**src/rtl/mul_pkg.sv**
```systemverilog
// Shared defaults and FSM state type for the product accumulator slice.
package mul_pkg;

    localparam int unsigned PROD_W_DEF = 32;
    localparam int unsigned ACC_W_DEF  = 40;
    localparam int unsigned CNT_W_DEF  = 8;

    typedef enum logic [1:0] {
        ST_IDLE  = 2'd0,
        ST_ACCUM = 2'd1,
        ST_HOLD  = 2'd2
    } state_t;

endpackage

```
**src/rtl/product_accumulator_if.sv**
```systemverilog
// Product-in / frame-result-out valid/ready bundle for product_accumulator.
interface product_accumulator_if
    import mul_pkg::*;
#(
    parameter int unsigned PROD_W = PROD_W_DEF,
    parameter int unsigned ACC_W  = ACC_W_DEF,
    parameter int unsigned CNT_W  = CNT_W_DEF
);

    logic              in_valid;
    logic              in_ready;
    logic [PROD_W-1:0] in_prod;
    logic              in_last;
    logic              out_valid;
    logic              out_ready;
    logic [ACC_W-1:0]  out_sum;
    logic [CNT_W-1:0]  out_count;
    logic              out_ovf;

    modport master (
        output in_valid, in_prod, in_last, out_ready,
        input  in_ready, out_valid, out_sum, out_count, out_ovf
    );

    modport slave (
        input  in_valid, in_prod, in_last, out_ready,
        output in_ready, out_valid, out_sum, out_count, out_ovf
    );

endinterface

```
**src/rtl/product_accumulator_acc_sat_add.sv**
```systemverilog
// Accumulator adder: ACC_W+1 wide sum with carry out.
// Build option PRODUCT_ACCUMULATOR_SAT_EN clamps the result to all-ones on carry.
module acc_sat_add
    import mul_pkg::*;
#(
    parameter int unsigned PROD_W = PROD_W_DEF,
    parameter int unsigned ACC_W  = ACC_W_DEF
) (
    input  logic [ACC_W-1:0]  acc,
    input  logic [PROD_W-1:0] prod,
    output logic [ACC_W-1:0]  sum,
    output logic              carry
);

    logic [ACC_W:0] wide;

    always_comb begin
        wide  = {1'b0, acc} + (ACC_W+1)'(prod);
        carry = wide[ACC_W];
`ifdef PRODUCT_ACCUMULATOR_SAT_EN
        sum   = carry ? '1 : wide[ACC_W-1:0];
`else
        sum   = wide[ACC_W-1:0];
`endif
    end

endmodule

```
**src/rtl/product_accumulator.sv**
```systemverilog
// Frame accumulator behind the 16x16 multiplier: sums products up to in_last and
// holds {sum, count, ovf} on a valid/ready output. Saturation via PRODUCT_ACCUMULATOR_SAT_EN.
module product_accumulator
    import mul_pkg::*;
#(
    parameter int unsigned PROD_W = PROD_W_DEF,
    parameter int unsigned ACC_W  = ACC_W_DEF,
    parameter int unsigned CNT_W  = CNT_W_DEF
) (
    input logic                  clk,
    input logic                  rst_n,
    product_accumulator_if.slave bus
);

    state_t             state_q;
    state_t             state_d;
    logic               accept;
    logic               first_beat;
    logic [ACC_W-1:0]   acc_q;
    logic [ACC_W-1:0]   acc_base;
    logic [ACC_W-1:0]   acc_sum;
    logic               carry;
    logic [CNT_W-1:0]   count_q;
    logic               ovf_q;

    always_ff @(posedge clk) begin
        if (!rst_n) begin
            state_q <= ST_IDLE;
        end else begin
            state_q <= state_d;
        end
    end

    always_comb begin
        state_d = state_q;
        case (state_q)
            ST_IDLE, ST_ACCUM: begin
                if (accept) begin
                    state_d = bus.in_last ? ST_HOLD : ST_ACCUM;
                end
            end
            ST_HOLD: begin
                if (bus.out_ready) begin
                    state_d = ST_IDLE;
                end
            end
            default: state_d = ST_IDLE;
        endcase
    end

    // in_ready depends on state only, so in_valid never loops back into it.
    always_comb begin
        bus.in_ready  = (state_q != ST_HOLD);
        bus.out_valid = (state_q == ST_HOLD);
        accept        = bus.in_valid && (state_q != ST_HOLD);
        first_beat    = (state_q == ST_IDLE);
    end

    // The first beat of a frame adds onto zero, so its carry is always clear.
    always_comb begin
        acc_base = first_beat ? '0 : acc_q;
    end

    acc_sat_add #(
        .PROD_W (PROD_W),
        .ACC_W  (ACC_W)
    ) u_add (
        .acc   (acc_base),
        .prod  (bus.in_prod),
        .sum   (acc_sum),
        .carry (carry)
    );

    always_ff @(posedge clk) begin
        if (!rst_n) begin
            acc_q   <= '0;
            count_q <= '0;
            ovf_q   <= 1'b0;
        end else if (accept) begin
            acc_q <= acc_sum;
            ovf_q <= (first_beat ? 1'b0 : ovf_q) | carry;
            if (first_beat) begin
                count_q <= CNT_W'(1);
            end else if (count_q != '1) begin
                count_q <= count_q + 1'b1;
            end
        end
    end

    assign bus.out_sum   = acc_q;
    assign bus.out_count = count_q;
    assign bus.out_ovf   = ovf_q;

endmodule

```
**src/flat_wrapper.sv**
```systemverilog
// flat-port wrapper written by rule: the top's interface ports become plain ports
module product_accumulator_flat import mul_pkg::*;
#(
    parameter int unsigned PROD_W = PROD_W_DEF,
    parameter int unsigned ACC_W  = ACC_W_DEF,
    parameter int unsigned CNT_W  = CNT_W_DEF
)
  (clk, rst_n, bus_in_valid, bus_in_prod, bus_in_last, bus_out_ready, bus_in_ready, bus_out_valid, bus_out_sum, bus_out_count, bus_out_ovf);
  product_accumulator_if #(.PROD_W(PROD_W), .ACC_W(ACC_W), .CNT_W(CNT_W)) bus_i ();
  input logic clk;
  input logic rst_n;
  input wire logic [$bits(bus_i.in_valid)-1:0] bus_in_valid;
  input wire logic [$bits(bus_i.in_prod)-1:0] bus_in_prod;
  input wire logic [$bits(bus_i.in_last)-1:0] bus_in_last;
  input wire logic [$bits(bus_i.out_ready)-1:0] bus_out_ready;
  output wire logic [$bits(bus_i.in_ready)-1:0] bus_in_ready;
  output wire logic [$bits(bus_i.out_valid)-1:0] bus_out_valid;
  output wire logic [$bits(bus_i.out_sum)-1:0] bus_out_sum;
  output wire logic [$bits(bus_i.out_count)-1:0] bus_out_count;
  output wire logic [$bits(bus_i.out_ovf)-1:0] bus_out_ovf;
  assign bus_i.in_valid = bus_in_valid;
  assign bus_i.in_prod = bus_in_prod;
  assign bus_i.in_last = bus_in_last;
  assign bus_i.out_ready = bus_out_ready;
  assign bus_in_ready = bus_i.in_ready;
  assign bus_out_valid = bus_i.out_valid;
  assign bus_out_sum = bus_i.out_sum;
  assign bus_out_count = bus_i.out_count;
  assign bus_out_ovf = bus_i.out_ovf;
  product_accumulator #(.PROD_W(PROD_W), .ACC_W(ACC_W), .CNT_W(CNT_W)) u_core (.clk(clk), .rst_n(rst_n), .bus(bus_i));
endmodule
```
**config.mk**
```make
export PLATFORM = sky130hd
export DESIGN_NAME = product_accumulator_flat
export DESIGN_NICKNAME = d
export VERILOG_FILES = /design/src/rtl/mul_pkg.sv /design/src/rtl/product_accumulator_if.sv /design/src/rtl/product_accumulator_acc_sat_add.sv /design/src/rtl/product_accumulator.sv /design/src/flat_wrapper.sv
export SDC_FILE = /design/constraint.sdc
export NUM_CORES = 1
export LEC_CHECK = 0
export BUFFER_PORTS_ARGS = -buffer_cell sky130_fd_sc_hd__buf_2
export CORE_UTILIZATION = 55
export DETAILED_ROUTE_END_ITERATION = 10
export GPL_ROUTABILITY_DRIVEN = 0
export GPL_TIMING_DRIVEN = 0
export PLACE_DENSITY = 0.87
export SYNTH_ARGS = -nofsm -noshare
export SYNTH_HDL_FRONTEND = slang
export SYNTH_SLANG_ARGS = --single-unit
```
**constraint.sdc**
```tcl
create_clock -name clk -period 4.3 [get_ports clk]
set_input_delay 1.075 -clock clk [delete_from_list [all_inputs] [get_ports clk]]
set_output_delay 1.075 -clock clk [all_outputs]
set_load 0.05 [all_outputs]
```
== After elaboration in Yosys (flattened, before gate mapping) ==
Index checks and enable logic that the tools add are counted.
Operators by class
  add/sub/neg operators: 2
  bitwise operators: 1
  reduce and logical (&&, ||, !) cells: 6
  equal/unequal tests: 6
  mux-type cells: 8
Operator list (count)
  adder 40 x 32 -> 41 bit: 1
  2-to-1 mux 40 bit: 1
  2-to-1 mux 8 bit: 2
  adder 8 x 1 -> 8 bit, second input constant: 1
  inequality test 8 bit, second input constant: 1
  2-to-1 mux 2 bit: 3
  inequality test 2 bit, second input constant: 2
  one-hot mux 2 bit (2 select lines): 1
  AND reduction 2 bit: 2
  equality test 2 x 1 -> 1 bit, second input constant: 1
  equality test 2 bit, second input constant: 1
  zero test 2 bit: 1
  inequality test 2 x 1 -> 1 bit, second input constant: 1
  nonzero test 2 bit: 1
  OR reduction 2 bit: 1
  logical AND 1 bit: 1
  2-to-1 mux 1 bit: 1
  bitwise OR 1 bit: 1
Storage, ports and cells
  bits of input ports: 37
  bits in registers: 51
  word-level logic and storage cells: 27

== Logic depth before layout (Yosys ltp) ==
Gate-level depths: netlist (run 1).
  word-level depth: 4
  mapped depth: 15

== Modules after synthesis ==
From an unflattened synthesis (run 1), not the netlist that was laid out.
Second synthesis, totals
  cells, all modules: 632
  area total of the unflattened synthesis: 4605.7 um2
By module, submodules not included
  acc_sat_add: area an instance 2376.0 um2, instances 1, cells each 342
  product_accumulator: area an instance 2229.6 um2, instances 1, cells each 290

== Worst setup path after synthesis (run 1) ==
No wires, ideal clock.
  path kind: register to register
  from: reg u_core.state_q[1]
  to: reg u_core.acc_q[24] (netlist: u_core.bus.out_sum[24])
  cell stages (with the launch flop): 16
  buffers on the path: 2
  setup time: 0.132 ns
  path slack: 0.844 ns
  arrival: 3.324 ns
  cells stage by stage: dfxtp_1 or2_2 clkbuf_1 clkbuf_1 and2_1 ha_1 fa_1 a21o_1 a221oi_2 o21bai_1 a221o_1 a21oi_1 o311ai_0 xor2_1 nand2_1 a21oi_1
On the way
  longest elaborated chain between the ends: 3
RTL lines
  from (decl): line product_accumulator.sv:15  | state_t state_q;
  from (signal assigned): line product_accumulator.sv:30  | state_q <= state_d;
  zero test 2 bit: line product_accumulator.sv:56  | first_beat = (state_q == ST_IDLE);
  2-to-1 mux 40 bit: line product_accumulator.sv:61  | acc_base = first_beat ? '0 : acc_q;
  adder 40 x 32 -> 41 bit: line product_accumulator_acc_sat_add.sv:18  | wide = {1'b0, acc} + (ACC_W+1)'(prod);
  to (signal assigned): line product_accumulator.sv:80  | acc_q <= acc_sum;
  to (decl): line product_accumulator.sv:19  | logic [ACC_W-1:0] acc_q;
Several ways; a longest one is shown, not always the timed one.
A chain may end at the register's enable or synchronous reset.

== Final worst setup path (run 1) ==
  from: reg u_core.state_q[1]
  to: reg u_core.acc_q[38] (netlist: u_core.bus.out_sum[38])
The elaborated chain is that of the path after synthesis.

==> results.txt, run 1 <==
The number of hold violations in the final report came out at 0. In the final layout, the share of cells above drive strength 1 is 0.175. In the layout the commonest cells are 89 x buf_2, 82 x nand2_1, 59 x a21oi_1, 51 x dfxtp_1, 38 x and2_1. The initial cell density of the core is 0.571. By startpoint and endpoint, the worst setup path is classified as reg -> reg. For this design the ratio of total power to cell area is 282 nW/um2. The start of the worst register-to-register path is u_core.state_q[1]$_SDFFE_PN0P_.

The maximum clock skew at final layout is 0.0114 ns. The count of distinct cell types in the synthesized netlist is 55. The transition time at the pin with the least slew margin came out at 0.614 ns. The share of the yosys chip area belonging to registers came out at 0.262. Across the run, the number of max-cap violations was 0.

The post-synthesis register bit count came out at 51. The first-pass detailed-route iteration total came out at 5. The largest buffer count on any clock path came out at 2.

The share of flip-flops with an asynchronous set or reset came out at 0. The combined buffer and inverter count along the critical path came out at 2. For this block, the initial DRC count from the detailed router was 338. The die is 86.2 um wide. On the critical path, the stage with the largest delay is an instance of fa_1. The number of nets handed over by synthesis was 589. The startpoint of the lowest-slack hold path is u_core.bus.out_ovf$_SDFFE_PN0P_.

The via count of the first global-routing pass is 3,659. The largest vdd supply drop is 0.170 mV. After clock tree synthesis, the flow added hold-fix buffers numbering 0.

The post-detailed-route via-to-cell ratio came out at 5.81. Along the worst path, the maximum fanout reaches 10. The half-perimeter wire length of the detailed placement result came out at 7880 um. CTS placed an instance of clkbuf_8 at the clock tree root. The number of enable flip-flop cells after synthesis came out at 0.

The total power consumption of the routed design came out at 0.00129 W. The fraction of synthesized cell area taken by the top area cell type came out at 0.262. From bottom edge to top edge, the die measures 86.2 um. In the finished design, the share of the clock period the worst path needs comes to 0.924. The CTS buffer count is 5. The routed wire length per instance came out at 14.4 um. The initial antenna violation count came out at 0. The cell area after technology mapping came out at 3900 um2. The final antenna-violating net count came out at 0. The routed design has 10,200 um of wire. The clock tree synthesis step divided the H-tree into 2 levels. 88 I/O pins were placed.

The most used flip-flop cell after synthesis is dfxtp_1. The mean cell area of the mapped netlist is 7.53 um2. Setup repair after global routing left no endpoint under its margin. The most used cell along the critical path is clkbuf_1. Clock-pin slew was measured on the worst setup and hold paths at 0.10 ns. The die area is 7440 um2.

The maximum single-stage delay on the critical path is 0.41 ns. The count of yosys warnings during synthesis is 0. The kind of cell adding the most delay to the critical path is compound AO/OA/AOI/OAI gates.

In this run the worst setup path begins at u_core.state_q[1]$_SDFFE_PN0P_. The clock insertion delay at the later pin of the skew report is 0.31 ns. For this run, the total global-route usage over all layers was measured as 0.278. Summed over all layers, the global routing overflow is 0. The largest total area in the synthesized netlist belongs to dfxtp_1.

The run finished with clean final reports. The worst path required time is 4.49 ns. Ranked by total cell area, the synthesized netlist is headed by dfxtp_1 26%, ha_1 11%, nand2_1 7.9%. The antenna diode instance count is 0. The TritonCTS clock tree is built. The tightest min-delay check is of the reg -> reg type. After filler insertion, the fill cell instance count of the layout stands at 615. The cell leakage power is 2.13 nW. The fmax is 252 MHz.

The number of input and output port buffers inserted came out at 87. The worst setup path is captured at a flop. The net count of the finished layout is 683. The sum of negative setup slack is 0 ns. Traced cell by cell, the critical path runs through or2_2 > clkbuf_1 > clkbuf_1 > and2_1 > ha_1 > fa_1 > a21o_1 > a221oi_2 > o31a_1 > o31ai_4 > a41oi_2 > o21ai_2 > nand4_1 > xnor2_1 > nor2_1.

The final critical-path required period is 3.97 ns. The number of buffers inserted to repair setup after CTS is 0. The number of standard-cell rows in the floorplan is 30. Leaving out fill and tap cells, the most frequent cell in the layout is buf_2.

The largest net degree at the start of global routing is 18. After floorplanning, the core was sized to cover 6830 um2. The first global-routing pass estimated 16,700 um of wire. The area growth from synthesis to layout is 17.3%.

The count of instances resized after the clock tree is built came out at 0. The routed via count is 4,119. The worst endpoint data arrival time is 4.16 ns. For this design, the sink count on the clock tree is 51. The worst setup path is launched from a flop. Synthesis handed over a netlist of 518 instances. The number of setup violations in the final report is 0.

The relative slew slack came out at 0.590. The number of pins exceeding their max-slew limit in the final report was 0. The count of unresolved DRC violations after routing is 0.
-- worst min-delay path, stage by stage, from the launching register on --
cell and delay (ns):
dfxtp_1 0.32, nand2_1 0.05, nand2_1 0.04
-- worst paths after layout --
check	end	slack (ns)	cells past startpoint
setup / recovery	u_core.bus.out_sum[38]$_SDFFE_PN0P_	0.33	15
hold / removal	u_core.bus.out_ovf$_SDFFE_PN0P_	0.44	2
setup reg to reg	u_core.bus.out_sum[38]$_SDFFE_PN0P_	0.33	15
hold reg to reg	u_core.bus.out_ovf$_SDFFE_PN0P_	0.44	2
-- stage by stage --
step                      instances  hold WS [ns]   util  setup WS [ns]  instance area (um2)
after floorplan                 518         0.462      -          0.844                 3900
after global placement          701         0.422  0.653          0.304                 4460
after detailed placement        701         0.428  0.653          0.258                 4460
after CTS                       709         0.442  0.670          0.244                 4570
after global routing            709         0.466  0.670         0.0286                 4580
final                           709         0.439  0.670          0.329                 4580
-- cells in the mapped netlist (3+ instances only) --
cell and n:
nand4_1 12, o311ai_0 3, mux2i_1 4, dfxtp_1 51, or3_1 3, a21o_1 17
xor2_1 10, nand2_1 82, and3_1 5, nand3_1 22, xnor2_1 21, a21oi_1 60
a31oi_1 3, clkbuf_1 16, nor3_1 6, or2_2 3, nor2b_1 4, a211oi_1 5
o21ai_0 22, nor2_1 30, nor4_1 3, inv_1 14, o21bai_1 6, and2_1 38
o211ai_1 5, ha_1 33
-- registers in the layout, summed over array words and instances, names as in the netlist --
register              cells
u_core.bus.out_sum       40
u_core.bus.out_count      8
u_core.state_q            2
u_core.bus.out_ovf        1
-- per-layer routing --
layer	up-vias	track usage	share of wire
met3	21	0.0324	0.062
met5	-	0	0
met2	173	0.469	0.46
li1	2044	-	-
met4	0	0.0758	0.015
met1	1881	0.376	0.46
-- power by group --
part | internal [W] | switching [W] | leakage [nW]
Clock | 0.000177 | 0.000176 | 0.0587
Sequential | 0.000501 | 0.0000212 | 0.418
Combinational | 0.000131 | 0.000286 | 1.66
Total | 0.000810 | 0.000483 | 2.13
-- logic make-up (layout without fill, tap and decap cells) --
| logic type | after synthesis | count (layout) | synth area share |
|---|---|---|---|
| buffers and inverters | 34 | 129 | 0.0337 |
| AO/OA/AOI/OAI | 146 | 146 | 0.241 |
| XOR/XNOR | 31 | 31 | 0.0696 |
| flip-flops | 51 | 51 | 0.262 |
| AND/OR/NAND/NOR | 218 | 218 | 0.273 |
| multiplexers | 4 | 4 | 0.0103 |
| adder cells (fa/ha/maj) | 34 | 34 | 0.111 |
-- cell type report --
type / instances / area (um2) / area share
Multi-Input combinational cell: 433 / 2750 / 0.602
Clock buffer: 5 / 68.8 / 0.0150
Clock inverter: 3 / 47.5 / 0.0104
Tap cell: 96 / 120 / 0.0262
Inverter: 14 / 52.6 / 0.0115
Sequential cell: 51 / 1020 / 0.223
Buffer: 20 / 78.8 / 0.0172
Timing Repair Buffer: 87 / 435 / 0.0951
Power figures use the tool's default switching activity.
==> run 2: changes to the inputs <==
CORE_UTILIZATION = 59   (was 55)
MAX_ROUTING_LAYER = met4   (was unset)
PLACE_DENSITY = 0.92   (was 0.87)
clock period = 5.15 ns   (was 4.3 ns; I/O delays follow)
==> run 2 against run 1 <==
First-iteration DRC count shrank 29%. Cell area decreased by 1.1%. Sequential power decreased by 16%.
==> results.txt, run 2 (same netlist as run 1, synthesis figures left out) <==
The number of pins exceeding their max-slew limit in the final report came out at 0 (unchanged). The relative slew slack came to 0.575 (was 0.590). The TritonCTS clock tree is built (unchanged). The number of setup violations in the final report came out at 0 (unchanged). The post-detailed-route via-to-cell ratio came out at 6.11 (was 5.81). The area of the core is 6350 um2 (was 6830 um2). The number of H-tree levels came out at 2 (unchanged). The number of hold violations in the final report was 0 (unchanged). Status: finished, final reports clean (unchanged). The clock-pin transition on the worst setup and hold timing paths came out at 0.11 ns (was 0.10 ns). The fmax came to 241 MHz (was 252 MHz).

Commonest cells after routing, fill and taps aside: 89 x buf_2, 82 x nand2_1, 60 x a21oi_1, 51 x dfxtp_1, 38 x and2_1 (was 89 x buf_2, 82 x nand2_1, 59 x a21oi_1, 51 x dfxtp_1, 38 x and2_1). The cell at the root of the clock tree is clkbuf_8 (unchanged). The critical path class is reg -> reg (unchanged). Setup repair after global routing missed its margin: false (unchanged). The initial antenna violation count is 0 (unchanged).

The largest buffer count on any clock path came to 2 (unchanged). Sequence of cells on the critical path: or2_2 > clkbuf_1 > clkbuf_1 > and2_1 > ha_1 > fa_1 > a21o_1 > a221oi_2 > o21bai_1 > a221o_1 > a21oi_1 > o311ai_0 > xor2_1 > nand2_1 > a21oi_1 (was or2_2 > clkbuf_1 > clkbuf_1 > and2_1 > ha_1 > fa_1 > a21o_1 > a221oi_2 > o31a_1 > o31ai_4 > a41oi_2 > o21ai_2 > nand4_1 > xnor2_1 > nor2_1). The number of standard-cell rows in the floorplan was 29 (was 30). The count of non-filler cells in the finished layout is 690 (was 709). The number of sinks on the clock net is 51 (unchanged).

The routed wire length per instance came out at 15.1 um (was 14.4 um). The kind of cell adding the most delay to the critical path is compound AO/OA/AOI/OAI gates (unchanged). The sum of negative setup slack came to 0 ns (unchanged). The total placed cells including tap cells is 682 (was 701). The maximum clock skew at final layout came to 0.00819 ns (was 0.0114 ns). The count of instances resized after the clock tree is built came out at 0 (unchanged).

The largest net degree at the start of global routing is 19 (was 18). The worst endpoint data arrival time came to 4.35 ns (was 4.16 ns). The endpoint type of the worst setup path was a flop (unchanged).

The number of flip-flops under the largest register name is 40 (unchanged). The maximum fanout along the worst path came out at 10 (unchanged). The clock insertion delay at the later pin of the skew report is 0.32 ns (was 0.31 ns). The launch point of the critical path is u_core.state_q[1]$_SDFFE_PN0P_ (unchanged). The number of nets at the end of the flow is 683 (unchanged).

The cell leakage power is 2.12 nW (was 2.13 nW). The first-pass detailed-route iteration total was 8 (was 5). The routed via count came to 4,217 (was 4,119). The CTS buffer count is 5 (unchanged). The combined buffer and inverter count along the critical path came out at 2 (unchanged). The launching element type of the critical path was a flop (unchanged).

The half-perimeter wire length of the detailed placement result is 8010 um (was 7880 um). The final wirelength is 10,400 um (was 10,200 um). The via count of the first global-routing pass is 3,897 (was 3,659).

The transition time at the pin with the least slew margin is 0.634 ns (was 0.614 ns). The antenna diode instance count is 0 (unchanged). The die area came to 6940 um2 (was 7440 um2). The total track usage came out at 0.310 (was 0.278). The maximum single-stage delay on the critical path came out at 0.41 ns (about the same). The most frequent standard cell in the layout excluding fill and tap cells was buf_2 (unchanged).

The final critical-path required period came out at 4.16 ns (was 3.97 ns). The post-route clock period utilization was 0.807 (was 0.924). The cell type of the slowest stage on the worst timing path was fa_1 (unchanged). The detailed router's first-iteration violation count came out at 239 (was 338). The area growth from synthesis to layout came out at 16.1% (was 17.3%). The final setup slack of the worst path came out at 0.993 ns (was 0.329 ns). The count of unresolved DRC violations after routing is 0 (unchanged). The remaining global-route overflow came to 0 (unchanged).

The start of the worst register-to-register path is u_core.state_q[1]$_SDFFE_PN0P_ (unchanged). The number of input and output port buffers inserted is 87 (unchanged). The ratio of total power to cell area came to 230 nW/um2 (was 282 nW/um2). The startpoint of the lowest-slack hold path was u_core.bus.out_ovf$_SDFFE_PN0P_ (unchanged). The largest vdd supply drop is 0.162 mV (was 0.170 mV). The wire length of the first global-routing pass is 17,400 um (was 16,700 um). The final antenna-violating net count came out at 0 (unchanged). The number of buffers inserted to repair setup after CTS is 0 (unchanged). The worst path required time came out at 5.34 ns (was 4.49 ns). The ratio of cells with drive above 1 in the final layout came to 0.173 (was 0.175). The total I/O pin count is 88 (unchanged).

The quantity of hold-fixing buffers added after cts is 0 (unchanged). The worst-case setup slack after placement is 1.01 ns (was 0.258 ns). The initial cell density of the core was 0.615 (was 0.571). The count of max-cap constraint violations is 0 (unchanged). The worst min-delay path class is reg -> reg (unchanged). The chip width came out at 83.3 um (was 86.2 um). The die boundary height is 83.3 um (was 86.2 um).
run 2: cell count changes in the layout (fill, tap and decap cells not counted):
cell	previous run	this run
inv_6	1	3
clkinv_4	1	0
a21oi_1	59	60
a21oi_2	1	0
bufinv_16	1	0
run 2: worst paths after layout:
path	endpoint	slack [ns]	cells past startpoint
setup reg to reg	u_core.bus.out_sum[24]$_SDFFE_PN0P_	0.99	15
hold reg to reg	u_core.bus.out_ovf$_SDFFE_PN0P_	0.44	2
hold / removal	u_core.bus.out_ovf$_SDFFE_PN0P_	0.44	2
setup / recovery	u_core.bus.out_sum[24]$_SDFFE_PN0P_	0.99	15
run 2: per-layer routing:
layer | routed length (um) | share of wire | GRT usage
met1 | 4640 | 0.45 | 0.384
met2 | 4880 | 0.47 | 0.518
met3 | 674 | 0.065 | 0.0417
met4 | 220 | 0.021 | 0.111
met5 | 0 | 0 | -
run 2: report_power, final:
group / total, W / leakage (nW) / switching [W] / internal (W)
clock: 0.000257 / 0.0495 / 0.000155 / 0.000101
sequential: 0.000437 / 0.418 / 0.0000180 / 0.000419
combinational: 0.000350 / 1.66 / 0.000240 / 0.000110
total: 0.00104 / 2.12 / 0.000414 / 0.000630
run 2: layout make-up:
cell class	count	area [um2]
clock inverters	3	26.3
plain buffers	20	78.8
inverters	14	52.6
fillers	523	1820
repair buffers	87	435
flip-flops and latches	51	1020
multi-input cells	433	2750
clock buffers	5	68.8
well taps	77	96.3
run 2: tightest hold or removal path, delay by kind of cell (launching register included):
kind             cells  cell delay [ns]
DFF                  1             0.32
and+or+nand+nor      2             0.09
run 2: per-stage QoR:
stage	hold WS (ns)	area, um2	power, W	utilization
after global routing	0.477	4530	0.00110	0.713
after CTS	0.445	4530	0.00104	0.713
after detailed placement	0.430	4430	0.000790	0.698
after global placement	0.423	4430	0.000779	0.698
after floorplan	0.462	3900	0.000702	-
final	0.444	4530	0.00104	0.713
